## src/rtl/ahb_bm_pkg.sv

```systemverilog
// Shared AHB bus-matrix definitions: HTRANS/HBURST encodings and burst-length helper.
// Latency: n/a (types and constants only).
// Backpressure: n/a.
package ahb_bm_pkg;

  typedef enum logic [1:0] {
    HT_IDLE   = 2'b00,
    HT_BUSY   = 2'b01,
    HT_NONSEQ = 2'b10,
    HT_SEQ    = 2'b11
  } htrans_e;

  typedef enum logic [2:0] {
    HB_SINGLE = 3'b000,
    HB_INCR   = 3'b001,
    HB_WRAP4  = 3'b010,
    HB_INCR4  = 3'b011,
    HB_WRAP8  = 3'b100,
    HB_INCR8  = 3'b101,
    HB_WRAP16 = 3'b110,
    HB_INCR16 = 3'b111
  } hburst_e;

  // Beats remaining after the NONSEQ of a fixed-length burst; 0 for SINGLE/INCR.
  function automatic logic [3:0] burst_len_m1(input logic [2:0] burst);
    logic [3:0] len;
    case (burst)
      HB_WRAP4,  HB_INCR4:  len = 4'd3;
      HB_WRAP8,  HB_INCR8:  len = 4'd7;
      HB_WRAP16, HB_INCR16: len = 4'd15;
      default:              len = 4'd0;
    endcase
    return len;
  endfunction

endpackage

```

## src/rtl/ahb_rr_pick.sv

```systemverilog
// Round-robin picker: first set request strictly after 'last', wrapping.
// Latency: purely combinational.
// Backpressure: none; caller decides when to use the pick.
module ahb_rr_pick #(
  parameter int NUM_PORTS = 3,
  parameter int IDX_W     = 2
) (
  input  logic [NUM_PORTS-1:0] req,
  input  logic [IDX_W-1:0]     last,
  output logic [IDX_W-1:0]     winner,
  output logic                 any
);

  // Scan last+1 .. last+NUM_PORTS; the owner itself is checked last so it only wins when alone.
  always_comb begin
    int  idx;
    logic found;
    winner = '0;
    found  = 1'b0;
    any    = |req;
    for (int k = 1; k <= NUM_PORTS; k++) begin
      idx = int'(last) + k;
      if (idx >= NUM_PORTS) idx = idx - NUM_PORTS;
      if (!found && req[idx]) begin
        winner = IDX_W'(idx);
        found  = 1'b1;
      end
    end
  end

endmodule

```

## src/rtl/ahb_output_arbiter_dma.sv

```systemverilog
// Output-stage arbiter: round-robin address-phase ownership held across locks/bursts.
// Latency: grant visible one HCLK after the request edge; data owner lags one more HREADYM edge.
// Backpressure: all state frozen while HREADYM is low.
module ahb_output_arbiter_dma
  import ahb_bm_pkg::*;
#(
  parameter int NUM_PORTS = 3,
  parameter int IDX_W     = 2
) (
  input  logic                 HCLK,
  input  logic                 HRESET,
  input  logic [NUM_PORTS-1:0] req,
  input  logic [1:0]           trans_cur,
  input  logic [2:0]           burst_cur,
  input  logic                 lock_cur,
  input  logic                 HREADYM,
  output logic [IDX_W-1:0]     addr_in_port,
  output logic                 no_port,
  output logic [NUM_PORTS-1:0] active,
  output logic [IDX_W-1:0]     data_in_port,
  output logic                 data_active
);

  logic [IDX_W-1:0] grant_q, grant_d;
  logic [IDX_W-1:0] last_q, last_d;
  logic             no_port_q, no_port_d;
  logic [3:0]       beat_cnt_q, beat_cnt_d;
  logic             incr_flag_q, incr_flag_d;
  logic [IDX_W-1:0] data_in_port_q;
  logic             data_active_q;

  logic             accepted;
  logic             rel;
  logic [IDX_W-1:0] pick_winner;
  logic             pick_any;

  ahb_rr_pick #(
    .NUM_PORTS(NUM_PORTS),
    .IDX_W    (IDX_W)
  ) u_pick (
    .req   (req),
    .last  (last_q),
    .winner(pick_winner),
    .any   (pick_any)
  );

  // Hold/release decision in priority order, then round-robin re-arbitration on release.
  always_comb begin
    grant_d     = grant_q;
    last_d      = last_q;
    no_port_d   = no_port_q;
    beat_cnt_d  = beat_cnt_q;
    incr_flag_d = incr_flag_q;
    rel         = 1'b0;
    accepted    = !no_port_q && req[grant_q] && trans_cur[1];

    if (!no_port_q && lock_cur && req[grant_q]) begin
      rel = 1'b0;
    end else if (accepted && trans_cur == HT_NONSEQ) begin
      if (burst_cur == HB_SINGLE) begin
        rel = 1'b1;
      end else if (burst_cur == HB_INCR) begin
        incr_flag_d = 1'b1;
        beat_cnt_d  = 4'd0;
      end else begin
        // A fresh fixed burst supersedes any previous undefined-length burst.
        incr_flag_d = 1'b0;
        beat_cnt_d  = burst_len_m1(burst_cur);
      end
    end else if (accepted && trans_cur == HT_SEQ) begin
      if (incr_flag_q) begin
        rel = 1'b0;
      end else if (beat_cnt_q > 4'd1) begin
        beat_cnt_d = beat_cnt_q - 4'd1;
      end else begin
        // Last beat, or a stray SEQ with no burst in flight.
        rel = 1'b1;
      end
    end else if (!no_port_q && trans_cur == HT_BUSY && req[grant_q]
                 && (beat_cnt_q != 4'd0 || incr_flag_q)) begin
      rel = 1'b0;
    end else begin
      rel = 1'b1;
    end

    if (rel) begin
      beat_cnt_d  = 4'd0;
      incr_flag_d = 1'b0;
      if (pick_any) begin
        grant_d   = pick_winner;
        last_d    = pick_winner;
        no_port_d = 1'b0;
      end else begin
        no_port_d = 1'b1;
      end
    end
  end

  // State register; only HREADYM-qualified edges advance address and data phases.
  always_ff @(posedge HCLK) begin
    if (HRESET) begin
      grant_q        <= '0;
      last_q         <= IDX_W'(NUM_PORTS - 1);
      no_port_q      <= 1'b1;
      beat_cnt_q     <= 4'd0;
      incr_flag_q    <= 1'b0;
      data_in_port_q <= '0;
      data_active_q  <= 1'b0;
    end else if (HREADYM) begin
      grant_q        <= grant_d;
      last_q         <= last_d;
      no_port_q      <= no_port_d;
      beat_cnt_q     <= beat_cnt_d;
      incr_flag_q    <= incr_flag_d;
      data_in_port_q <= grant_q;
      data_active_q  <= accepted;
    end
  end

  // One-hot owner indication back to the input-port decoders.
  always_comb begin
    active = '0;
    if (!no_port_q) active[grant_q] = 1'b1;
  end

  assign addr_in_port = grant_q;
  assign no_port      = no_port_q;
  assign data_in_port = data_in_port_q;
  assign data_active  = data_active_q;

endmodule

```

## config.mk

```make
export PLATFORM = sky130hd
export DESIGN_NAME = ahb_output_arbiter_dma
export DESIGN_NICKNAME = d
export VERILOG_FILES = /design/src/rtl/ahb_bm_pkg.sv /design/src/rtl/ahb_rr_pick.sv /design/src/rtl/ahb_output_arbiter_dma.sv
export SDC_FILE = /design/constraint.sdc
export NUM_CORES = 1
export LEC_CHECK = 0
export ABC_AREA = 1
export CAP_MARGIN = 30
export CORE_AREA = 2 2 81 44
export CTS_CLUSTER_SIZE = 25
export DETAILED_ROUTE_END_ITERATION = 16
export DIE_AREA = 0 0 83 46
export PLACE_DENSITY = 0.64
export RECOVER_POWER = 25
export SLEW_MARGIN = 5
export SYNTH_ARGS = -nofsm -noshare
export SYNTH_HDL_FRONTEND = slang
export SYNTH_HIERARCHICAL = 1
export SYNTH_SLANG_ARGS = --single-unit
export TNS_END_PERCENT = 5
```

## constraint.sdc

```tcl
create_clock -name HCLK -period 2.1 [get_ports HCLK]
set_clock_uncertainty 0.15 [all_clocks]
set_input_delay 0.525 -clock HCLK [delete_from_list [all_inputs] [get_ports HCLK]]
set_output_delay 0.525 -clock HCLK [all_outputs]
set_load 0.01 [all_outputs]
```

Word-level counts from Yosys, hierarchy flattened
Cells that the tools add are included.
- bits in registers: 13
- output and inout bits: 9
- logic and storage cells: 110
- $add $sub $neg: 7
- magnitude comparators: 9
- equality and inequality tests: 14
- multiplexer cells: 44
- reductions and logical operators: 29
- operator list (operator ; count):
    $ge 32x3->1 const B ; 3
    $lt 32x4->1 const B ; 3
    $mux 32 ; 3
    $sub 32x3->32 const B ; 3
    $mux 4 ; 8
    $mux 1 ; 23
    $eq 3x3->1 const B ; 4
    $logic_and 1x1->1 ; 12
    $pmux 4 s3 ; 1
    $bmux 1 s2 ; 4
    $add 2x2->3 const B ; 2
    $eq 3x2->1 const B ; 2
    $mux 2 ; 3
    $reduce_and 6->1 ; 1
    $reduce_bool 3->1 ; 2
    $reduce_or 2->1 ; 3
    $eq 2x2->1 const B ; 2
    $gt 4x1->1 const B ; 1
    $ne 2x2->1 const B ; 2
    $reduce_and 4->1 ; 1
    $reduce_bool 4->1 ; 1
    $sub 4x1->4 const B ; 1
    $add 2x1->3 const B ; 1
    $eq 3x1->1 const B ; 1
    other kinds (14) ; 16

Longest topological paths before layout
Gate-level depths: netlist of run 1.
- depth after elaboration: 13
- depth in mapped cells: 14
- gate-level depth less buffers: 14

By module
Netlist of run 1, hierarchy kept.
- modules (own cells, without submodules) (module ; times used ; cells an instance ; area an instance (sq um) ; seq. area each (sq um)):
    ahb_output_arbiter_dma ; 1 ; 122 ; 788.3 ; 240.2
    ahb_rr_pick ; 1 ; 49 ; 252.7 ; 0.0

Least setup slack after synthesis of run 1
Ideal clock, no wire load.
- path kind: reg2reg
- start point: register grant_q[0] (netlist: addr_in_port[0])
- end point: register grant_q[0] (netlist: addr_in_port[0])
- library setup time: 115 ps
- arrival: 1653 ps
- required time: 1835 ps
- path slack: 182 ps
- stages on the path, launching flop included: 15
- buffers on the path: 1
- cell sequence: dfxtp_1 > inv_1 > ha_1 > buf_6 > inv_6 > nand2_2 > nand3_2 > nand2_2 > nand3_1 > nand2_1 > inv_1 > nand2_1 > nand3b_1 > nand2_1 > nor2_1
- cells in the longest elaborated chain, start to end: 9
- elaborated cells between the ends (all ways): 14
- classes of those cells: 6 x mux; 8 x reduce/logical
- ends and longest elaborated chain (item ; RTL line ; source):
    from (decl) ; ahb_output_arbiter_dma.sv:24 ; logic [IDX_W-1:0] grant_q, grant_d;
    from (signal assigned) ; ahb_output_arbiter_dma.sv:110 ; grant_q <= grant_d;
    $bmux 1 s2 * ; ahb_output_arbiter_dma.sv:55, ahb_output_arbiter_dma.sv:57, ahb_output_arbiter_dma.sv:79 ;
    $mux 1 (not written as such) * ; ahb_output_arbiter_dma.sv:55, ahb_output_arbiter_dma.sv:57, ahb_output_arbiter_dma.sv:79 ;
    $logic_and 1x1->1 (on tied branches) ; ahb_output_arbiter_dma.sv:79, ahb_output_arbiter_dma.sv:55 ;
    $logic_and 1x1->1 (on tied branches) ; ahb_output_arbiter_dma.sv:80, ahb_output_arbiter_dma.sv:55 ;
    $mux 1 / $logic_and 1x1->1 (equally long branches) ; ahb_output_arbiter_dma.sv:79, ahb_output_arbiter_dma.sv:70 ;
    $mux 1 ; ahb_output_arbiter_dma.sv:70 ; end else if (accepted && trans_cur == HT_SEQ) begin
    $mux 1 ; ahb_output_arbiter_dma.sv:59 ; end else if (accepted && trans_cur == HT_NONSEQ) begin
    $mux 1 * ; ahb_output_arbiter_dma.sv:57 ; if (!no_port_q && lock_cur && req[grant_q]) begin
    $reduce_and 3->1 (no line) * ; n/a ;
Mark *: on every way between the ends. The rest lies on a longest branch, timed or not. The select of a mux whose other input is x is not followed.
A chain may end at the register's enable or synchronous reset.

Worst setup path in the final report of run 1
- start point: input port req[1]
- end point: register beat_cnt_q[1]
- cells in the longest elaborated chain, start to end: 10
- elaborated cells between the ends (all ways): 22
- classes of those cells: 3 x eq/ne; 9 x mux; 10 x reduce/logical
- ends and longest elaborated chain (item ; RTL line ; source):
    from (decl) ; ahb_output_arbiter_dma.sv:12 ; input logic [NUM_PORTS-1:0] req,
    $bmux 1 s2 * ; ahb_output_arbiter_dma.sv:55, ahb_output_arbiter_dma.sv:57, ahb_output_arbiter_dma.sv:79 ;
    $mux 1 (not written as such) * ; ahb_output_arbiter_dma.sv:55, ahb_output_arbiter_dma.sv:57, ahb_output_arbiter_dma.sv:79 ;
    $logic_and 1x1->1 (on tied branches) ; ahb_output_arbiter_dma.sv:79, ahb_output_arbiter_dma.sv:55 ;
    $logic_and 1x1->1 (on tied branches) ; ahb_output_arbiter_dma.sv:80, ahb_output_arbiter_dma.sv:55 ;
    $mux 1 / $logic_and 1x1->1 (equally long branches) ; ahb_output_arbiter_dma.sv:79, ahb_output_arbiter_dma.sv:70 ;
    $mux 1 ; ahb_output_arbiter_dma.sv:70 ;
    $mux 1 ; ahb_output_arbiter_dma.sv:59 ;
    $mux 1 ; ahb_output_arbiter_dma.sv:57 ;
    $ne 3x3->1 (no line) (tied with other cells) ; n/a ;
    $reduce_and 6->1 (no line) ; n/a ;
    to (signal assigned) ; ahb_output_arbiter_dma.sv:113 ; beat_cnt_q <= beat_cnt_d;
    to (decl) ; ahb_output_arbiter_dma.sv:27 ; logic [3:0] beat_cnt_q, beat_cnt_d;
Marked as above.

==> results by group, run 1 <==
Run status
  – Status: finished, final reports clean

Synthesis
  – Count of warnings emitted by yosys: 6
  – Post-synth EDFFs: 0
  – FF+latch count, synth: 12
  – Synth Instances: about 170
  – Yosys cell types: 22
  – Synth Cell Area: ~1000 µm²
  – Syn nets: about 190
  – Area contributors post-synth: dfxtp_1 (23%), nand2_1 (17%), nand3_1 (8.7%), inv_1 (8.3%), ha_1 (6.0%)
  – Sequential share of the synthesized area: 0.2308
  – Ys flop type: dfxtp_1
  – Leading area contributor after synthesis: dfxtp_1
  – Asr flop ratio synth: 0
  – Count leader, synth: nand2_1
  – Syn Area/Cell: 6.088 µm²
  – Share of the synthesized area in the top cell type: 0.2308
  – Top cells by count, synth: nand2_1 (48), inv_1 (23), nand3_1 (18)

Global route
  – Maximum number of pins on one net before global-route repair: 10
  – First-pass GRT wire length: ~4800 µm
  – Total grt overflow: 0
  – Vias in the first global route: 1003
  – Initial antenna violation count: 0
  – All-layer global routing usage: 0.1649

Pwr
  – Logic pwr share: 0.448
  – Internal power: between 0.0005 and 0.0006 W
  – Clock network fraction of design power: 0.271
  – Peak supply drop: roughly 280 µV
  – Switch share: 0.3789
  – Sequential Power Share: 0.281
  – Psw: 0.0003657 W
  – Leak Pwr: 0.7256 nW
  – PwrDens: ~660 nW/µm²

Floorplan
  – Core Region: approximately 3200 µm²
  – Die ar.: around 3800 µm²
  – Initial Util: 0.3244
  – Die Width: just over 80 µm
  – Site Rows: 15
  – Height of the die: ~46 µm
  – # IOs: 21

STA
  – Max-slew violations: 0
  – Worst slew pin tran: roughly 0.31 ns
  – Max_slew headroom: 0.7947
  – Maximum clock rate: 500.9 MHz
  – Final Cycle Share: 0.9506
  – Setup-violating endpoint count in the final report: 0
  – RSZ-0062 raised after global routing: yes
  – Worst setup margin: ~0.10 ns
  – Hold Fails Final Rpt: 0
  – Hold slack: about 0.34 ns
  – Min Tclk post-route: 1.996 ns

Layout
  – Nets: 227
  – Core Util, Final: 0.4569
  – Register area: 241.5 µm²
  – Number of fill cells in the layout: between 300 and 400
  – Share of layout cells above drive strength 1: 0.2010
  – ANT cells: 0
  – Fin cells: around 250
  – Multi-input logic area: about 710 µm²
  – Area growth syn-to-layout: 40.87%

Routing
  – DRC: 0
  – Drt pass-1 iters: 4
  – Drt initial violations: about 130
  – Final wirelength: 2942 µm
  – Antenna Nets Post-Route: 0
  – Routed WL per cell: 11.72 µm
  – Via count: about 1200
  – Vias per cell: around 4.7

Setup path
  – Worst setup SP type: input port
  – Worst Setup Path Type: in2reg
  – Worst Path Arrival: roughly 2 ns
  – Crit Path Max Fanout: 6
  – R2R Path Start: beat_cnt_q[0]$_SDFFE_PP0P_
  – R2r setup slk: 0.12 ns
  – CP required: ~2.1 ns
  – Worst Setup End Kind: register
  – Crit path launch: req[1]

CTS
  – Clock sinks: 12
  – TritonCTS clock tree: yes
  – TritonCTS buffer count: 3
  – Post-CTS setup buffer count: 0
  – Clk root buf: clkbuf_8
  – Clock tree buffer depth: 2
  – Clock latency on the worst-skew pair: approximately 0.24 ns
  – Clock slew at reported path FFs: 0.06 ns
  – H-Tree Level Count: 1

Placed design
  – Routability cong.: 0.9615
  – # port buffers: 20
  – Final HPWL DP: 2340 µm
  – Post-place setup slack: -0.1536 ns
  – Post-placement cell count: about 250

Hold path
  – Worst hold path class: reg2reg
  – Worst Hold Launch: last_q[1]$_SDFFE_PP1P_

Job
  – Max-Cap Viols: 0
[worst max-delay path, cell delays in order]
cell and delay [ns]:
clkdlybuf4s50_1 0.48, nand3_1 0.10, nand3_2 0.14, nand4_1 0.25
nor2_1 0.21, nor2_1 0.07, nand2_1 0.06, nand2_1 0.06
nand2_1 0.06, nor2_1 0.04
[final cells by class]
class,instances,area share
clock buffers,4,0.03754
well taps,42,0.03584
repair buffers,36,0.2125
flip-flops and latches,12,0.1647
inverters,25,0.06741
multi-input cells,132,0.4821
[cells by family after synthesis]
| logic type | synth area share |
|---|---|
| xor+xnor | 0.008415 |
| fa+ha+maj | 0.06010 |
| compound gates | 0.1070 |
| buf+inv | 0.1130 |
| simple gates | 0.4808 |
| flops | 0.2308 |
[power groups by stage]
stage	Clock (W)	Combinational (W)	Sequential, W
CTS	0.000266	0.000413	0.000271
finish	0.000261	0.000433	0.000271
global placement	0	0.000418	0.000276
detailed placement	0	0.000412	0.000276
global route	0.000284	0.000483	0.000275
floorplan	0	0.000277	0.000277
[what timing repair did]
item / in CTS / in global routing
setup endpoints to repair: 3 / 9
resized for setup: 3 / 8
hold buffers: 0 / 0
[path summary, 6_finish.rpt]
kind / endpoint / depth (start not counted)
setup / recovery: beat_cnt_q[1]$_SDFFE_PP0P_ / 10
hold / removal: last_q[1]$_SDFFE_PP1P_ / 2
setup reg to reg: beat_cnt_q[1]$_SDFFE_PP0P_ / 10
hold reg to reg: last_q[1]$_SDFFE_PP1P_ / 2
[per-layer routing]
layer	global-route usage	vias up	share of wire	wire length [µm]
li1	-	625	-	-
met1	0.2618	517	0.54	1589
met2	0.2081	47	0.35	1040
met3	0.05072	2	0.10	301
met4	0.02951	0	0.0034	10
met5	0	-	0	0
[sequential cells by signal, summed over array words and instances, names as in the netlist]
name          count
last_q            1
data_in_port      2
incr_flag_q       1
data_active       1
no_port           1
beat_cnt_q        4
addr_in_port      2
[layout by cell type (no fill, tap or decap), types with 2 or more instances in the layout]
cell type and count:
inv_1 23, nor2_2 3, nor3_1 3, nand3_1 17
nand3_2 5, clkdlybuf4s50_1 17, dfxtp_1 11, buf_4 16
nand2_2 7, ha_1 3, o21ai_0 7, o21ai_1 2
dlygate4sd2_1 2, clkbuf_8 4, a21oi_1 9, nand2_1 48
nor2_1 15, nand4_1 5
[metrics by stage]
step,TNS (ns),power (W),cell area [µm²]
3_5_place_dp,-0.9913,0.0006877,1395
4_1_cts,0,0.0009498,1449
6_report,0,0.0009653,1466
2_1_floorplan,0,0.0005544,1041
3_3_place_gp,-1.039,0.0006939,1395
5_1_grt,-0.08145,0.001042,1466
No activity file was read; power rests on OpenSTA's default activity.
==> run 2: changes to the inputs <==
PLACE_DENSITY = unset   (was 0.64)
clock period = 1.9 ns   (was 2.1 ns; I/O delays follow)
==> run 2 against run 1 <==
Net effect:
- non-clock buffer count increased by 16
- highest routed layer is now met3
- worst setup slack got worse by 0.058 ns
- total power increased by 23%
- sequential power increased by 9.2%
- sequential share of layout area decreased by 2.1 points
- die area unchanged
- global-route usage increased by 1.3 points
==> results by group, run 2 (synthesis gave the netlist of run 1 again) <==
STA
  – Worst slew pin tran: 0.3304 ns (+0.02278 ns)
  – Maximum clock rate: between 500 and 600 MHz
  – Max_slew headroom: 0.7791 (-0.01562)
  – Setup-violating endpoint count in the final report: 0 (unchanged)
  – Final Cycle Share: 0.9759
  – Max-slew violations: 0 (unchanged)
  – RSZ-0062 raised after global routing: yes
  – Worst setup margin: 0.04571 ns (-0.05808 ns)
  – Hold Fails Final Rpt: 0 (unchanged)
  – Min Tclk post-route: around 1.9 ns

Hold path
  – Worst Hold Launch: data_active$_SDFFE_PP0P_
  – Worst Hold Endpoint: data_active$_SDFFE_PP0P_
  – Worst hold path class: reg2reg
  – Worst Hold Depth: 2 (unchanged)

Job
  – Max-Cap Viols: 0 (unchanged)

Global route
  – All-layer global routing usage: 0.1781 (+0.01320)
  – Total grt overflow: 0 (unchanged)
  – First-pass GRT wire length: 5168 µm (+6.9%)
  – Initial antenna violation count: 0 (unchanged)
  – Maximum number of pins on one net before global-route repair: 11 (+1)
  – Vias in the first global route: 1054 (+5.1%)

CTS
  – Clock slew at reported path FFs: 0.06 ns (about the same)
  – Clock sinks: 12 (unchanged)
  – Clock latency on the worst-skew pair: 0.25 ns (about the same)
  – Hold-fix buffers, CTS: 0 (unchanged)
  – H-Tree Level Count: 1 (unchanged)
  – TritonCTS buffer count: 3 (unchanged)
  – Clock tree buffer depth: 2 (unchanged)
  – Clk root buf: clkbuf_8
  – TritonCTS clock tree: yes

Pwr
  – Switch share: 0.3844 (+0.005495)
  – Psw: 0.0004554 W (+25%)
  – Clock network fraction of design power: 0.251 (-0.020)
  – Internal power: 0.0007293 W (+22%)
  – PwrDens: 702.9 nW/µm² (+6.8%)
  – Power Total: 0.001185 W (+23%)
  – Sequential Power Share: 0.250 (-0.031)
  – Leak Pwr: 0.8686 nW (+20%)
  – Logic pwr share: 0.499 (+0.051)
  – Peak supply drop: 298.2 µV (+7.5%)

Layout
  – Area growth syn-to-layout: 61.90%
  – Nets: 243 (+7.0%)
  – Share of layout cells above drive strength 1: 0.3156 (+0.1146)
  – ANT cells: 0 (unchanged)
  – Most common cell after layout, fill and taps aside: nand2_1
  – Biggest register: beat_cnt_q
  – Most frequent cells in the layout: nand2_1 (47), buf_4 (29), inv_1 (19)
  – Largest register FFs: 4 (unchanged)
  – Fin cells: 267 (+6.4%)

Routing
  – DRC: 0 (unchanged)
  – Drt pass-1 iters: 4 (unchanged)
  – Drt initial violations: 120 (-8.4%)
  – Final wirelength: 3293 µm (+12%)
  – Vias per cell: 4.794 (+1.0%)
  – Routed WL per cell: 12.33 µm (+5.2%)
  – Antenna Nets Post-Route: 0 (unchanged)
  – Via count: 1280 (+7.5%)

Setup path
  – R2R Path Start: addr_in_port[0]$_SDFFE_PP0P_
  – CP required: 1.90 ns (-0.19 ns)
  – Worst Setup End Kind: register
  – Reg2reg path depth: 10 (unchanged)
  – Crit path cell chain: buf_6, inv_4, buf_6, nand3_4, nand3_4, nand4_1, nor2_2, a21oi_1, a21oi_1, nor2_1
  – Worst Setup Path Type: reg2reg
  – R2R Path End: beat_cnt_q[0]$_SDFFE_PP0P_
  – Worst Path Arrival: 1.85 ns (-0.14 ns)
  – Worst setup SP type: register
  – Crit Path Max Fanout: 7 (+1)
  – Delay of the slowest critical-path stage: 0.32 ns (-0.16 ns)
  – Slowest-stage cell, CP: dfxtp_2
  – R2r setup slk: 0.05 ns (-0.07 ns)

Placed design
  – Final HPWL DP: 2494 µm (+6.6%)
  – Routability cong.: 0.9198 (-4.3%)
  – Post-place setup slack: -0.3373 ns (-0.1838 ns)
  – Post-placement cell count: 259 (+4.9%)
  – # port buffers: 20 (unchanged)

Floorplan
  – Core Region: 3209 µm² (unchanged)
  – Die Width: 83 µm (unchanged)
  – Die ar.: 3818 µm² (unchanged)
  – # IOs: 21 (unchanged)
  – Height of the die: 46 µm (unchanged)
  – Site Rows: 15 (unchanged)
  – Initial Util: 0.3244 (unchanged)

Run status
  – Status: finished, final reports clean
[run 2: how the worst max path moves through the flow]
stage                                 start                           end  slack (ns)  cells after the start
5_1_grt        addr_in_port[0]$_SDFFE_PP0P_    beat_cnt_q[0]$_SDFFE_PP0P_       -0.06                     10
3_5_place_dp                         req[1]    beat_cnt_q[1]$_SDFFE_PP0P_       -0.34                     10
3_3_place_gp                         req[0]    beat_cnt_q[1]$_SDFFE_PP0P_       -0.35                     10
6_report       addr_in_port[0]$_SDFFE_PP0P_    beat_cnt_q[0]$_SDFFE_PP0P_        0.05                     10
4_1_cts                              req[1]    beat_cnt_q[1]$_SDFFE_PP0P_       -0.07                     10
2_1_floorplan  addr_in_port[0]$_SDFFE_PP0P_  addr_in_port[0]$_SDFFE_PP0P_        0.09                     14
[run 2: what timing repair did]
action	in CTS	in global routing
gates resized for setup	7	33
endpoints found under the setup margin	14	11
setup buffers	0	4
pin swaps	0	10
[run 2: through the flow]
stage | TNS, ns | util | cell area (µm²) | hold WS, ns
after floorplan | 0 | - | 1042 | 0.3046
after global placement | -2.719 | 0.4632 | 1486 | 0.3787
after detailed placement | -2.591 | 0.4632 | 1486 | 0.3761
after CTS | -0.3049 | 0.4807 | 1543 | 0.3914
after global routing | -0.2184 | 0.5251 | 1685 | 0.4139
final | 0 | 0.5251 | 1685 | 0.3876
[run 2: area by class of cell]
| cell class | count | area, µm² |
|---|---|---|
| clock buffer | 4 | 55.05 |
| inverter | 25 | 101.3 |
| timing repair buffer | 52 | 457.9 |
| fill | 291 | 1524 |
| tap | 42 | 52.55 |
| sequential | 12 | 242.7 |
| multi-input combinational | 132 | 775.7 |
[run 2: metal layers]
metal	global-route usage	routed length (µm)	vias to the layer above	share of wire
met4	0.05246	0	0	0
met1	0.2915	1782	568	0.54
met3	0.04348	274	0	0.083
li1	-	-	662	-
met5	0	0	-	0
met2	0.2113	1236	50	0.38
[run 2: worst max-delay path, delay by kind of cell, from the launching register on]
kind / cells / cell delay (ns)
AO/OA/AOI/OAI: 2 / 0.22
buffers and inverters: 3 / 0.29
flip-flops: 1 / 0.32
AND/OR/NAND/NOR: 5 / 0.76
[run 2: power groups by stage]
| stage | logic, W | registers [W] | clock network [W] |
|---|---|---|---|
| 2_1_floorplan | 0.000306 | 0.000307 | 0 |
| 3_3_place_gp | 0.000509 | 0.000299 | 0 |
| 3_5_place_dp | 0.000506 | 0.000299 | 0 |
| 4_1_cts | 0.000507 | 0.000294 | 0.000306 |
| 5_1_grt | 0.000656 | 0.000300 | 0.000321 |
| 6_report | 0.000591 | 0.000296 | 0.000298 |
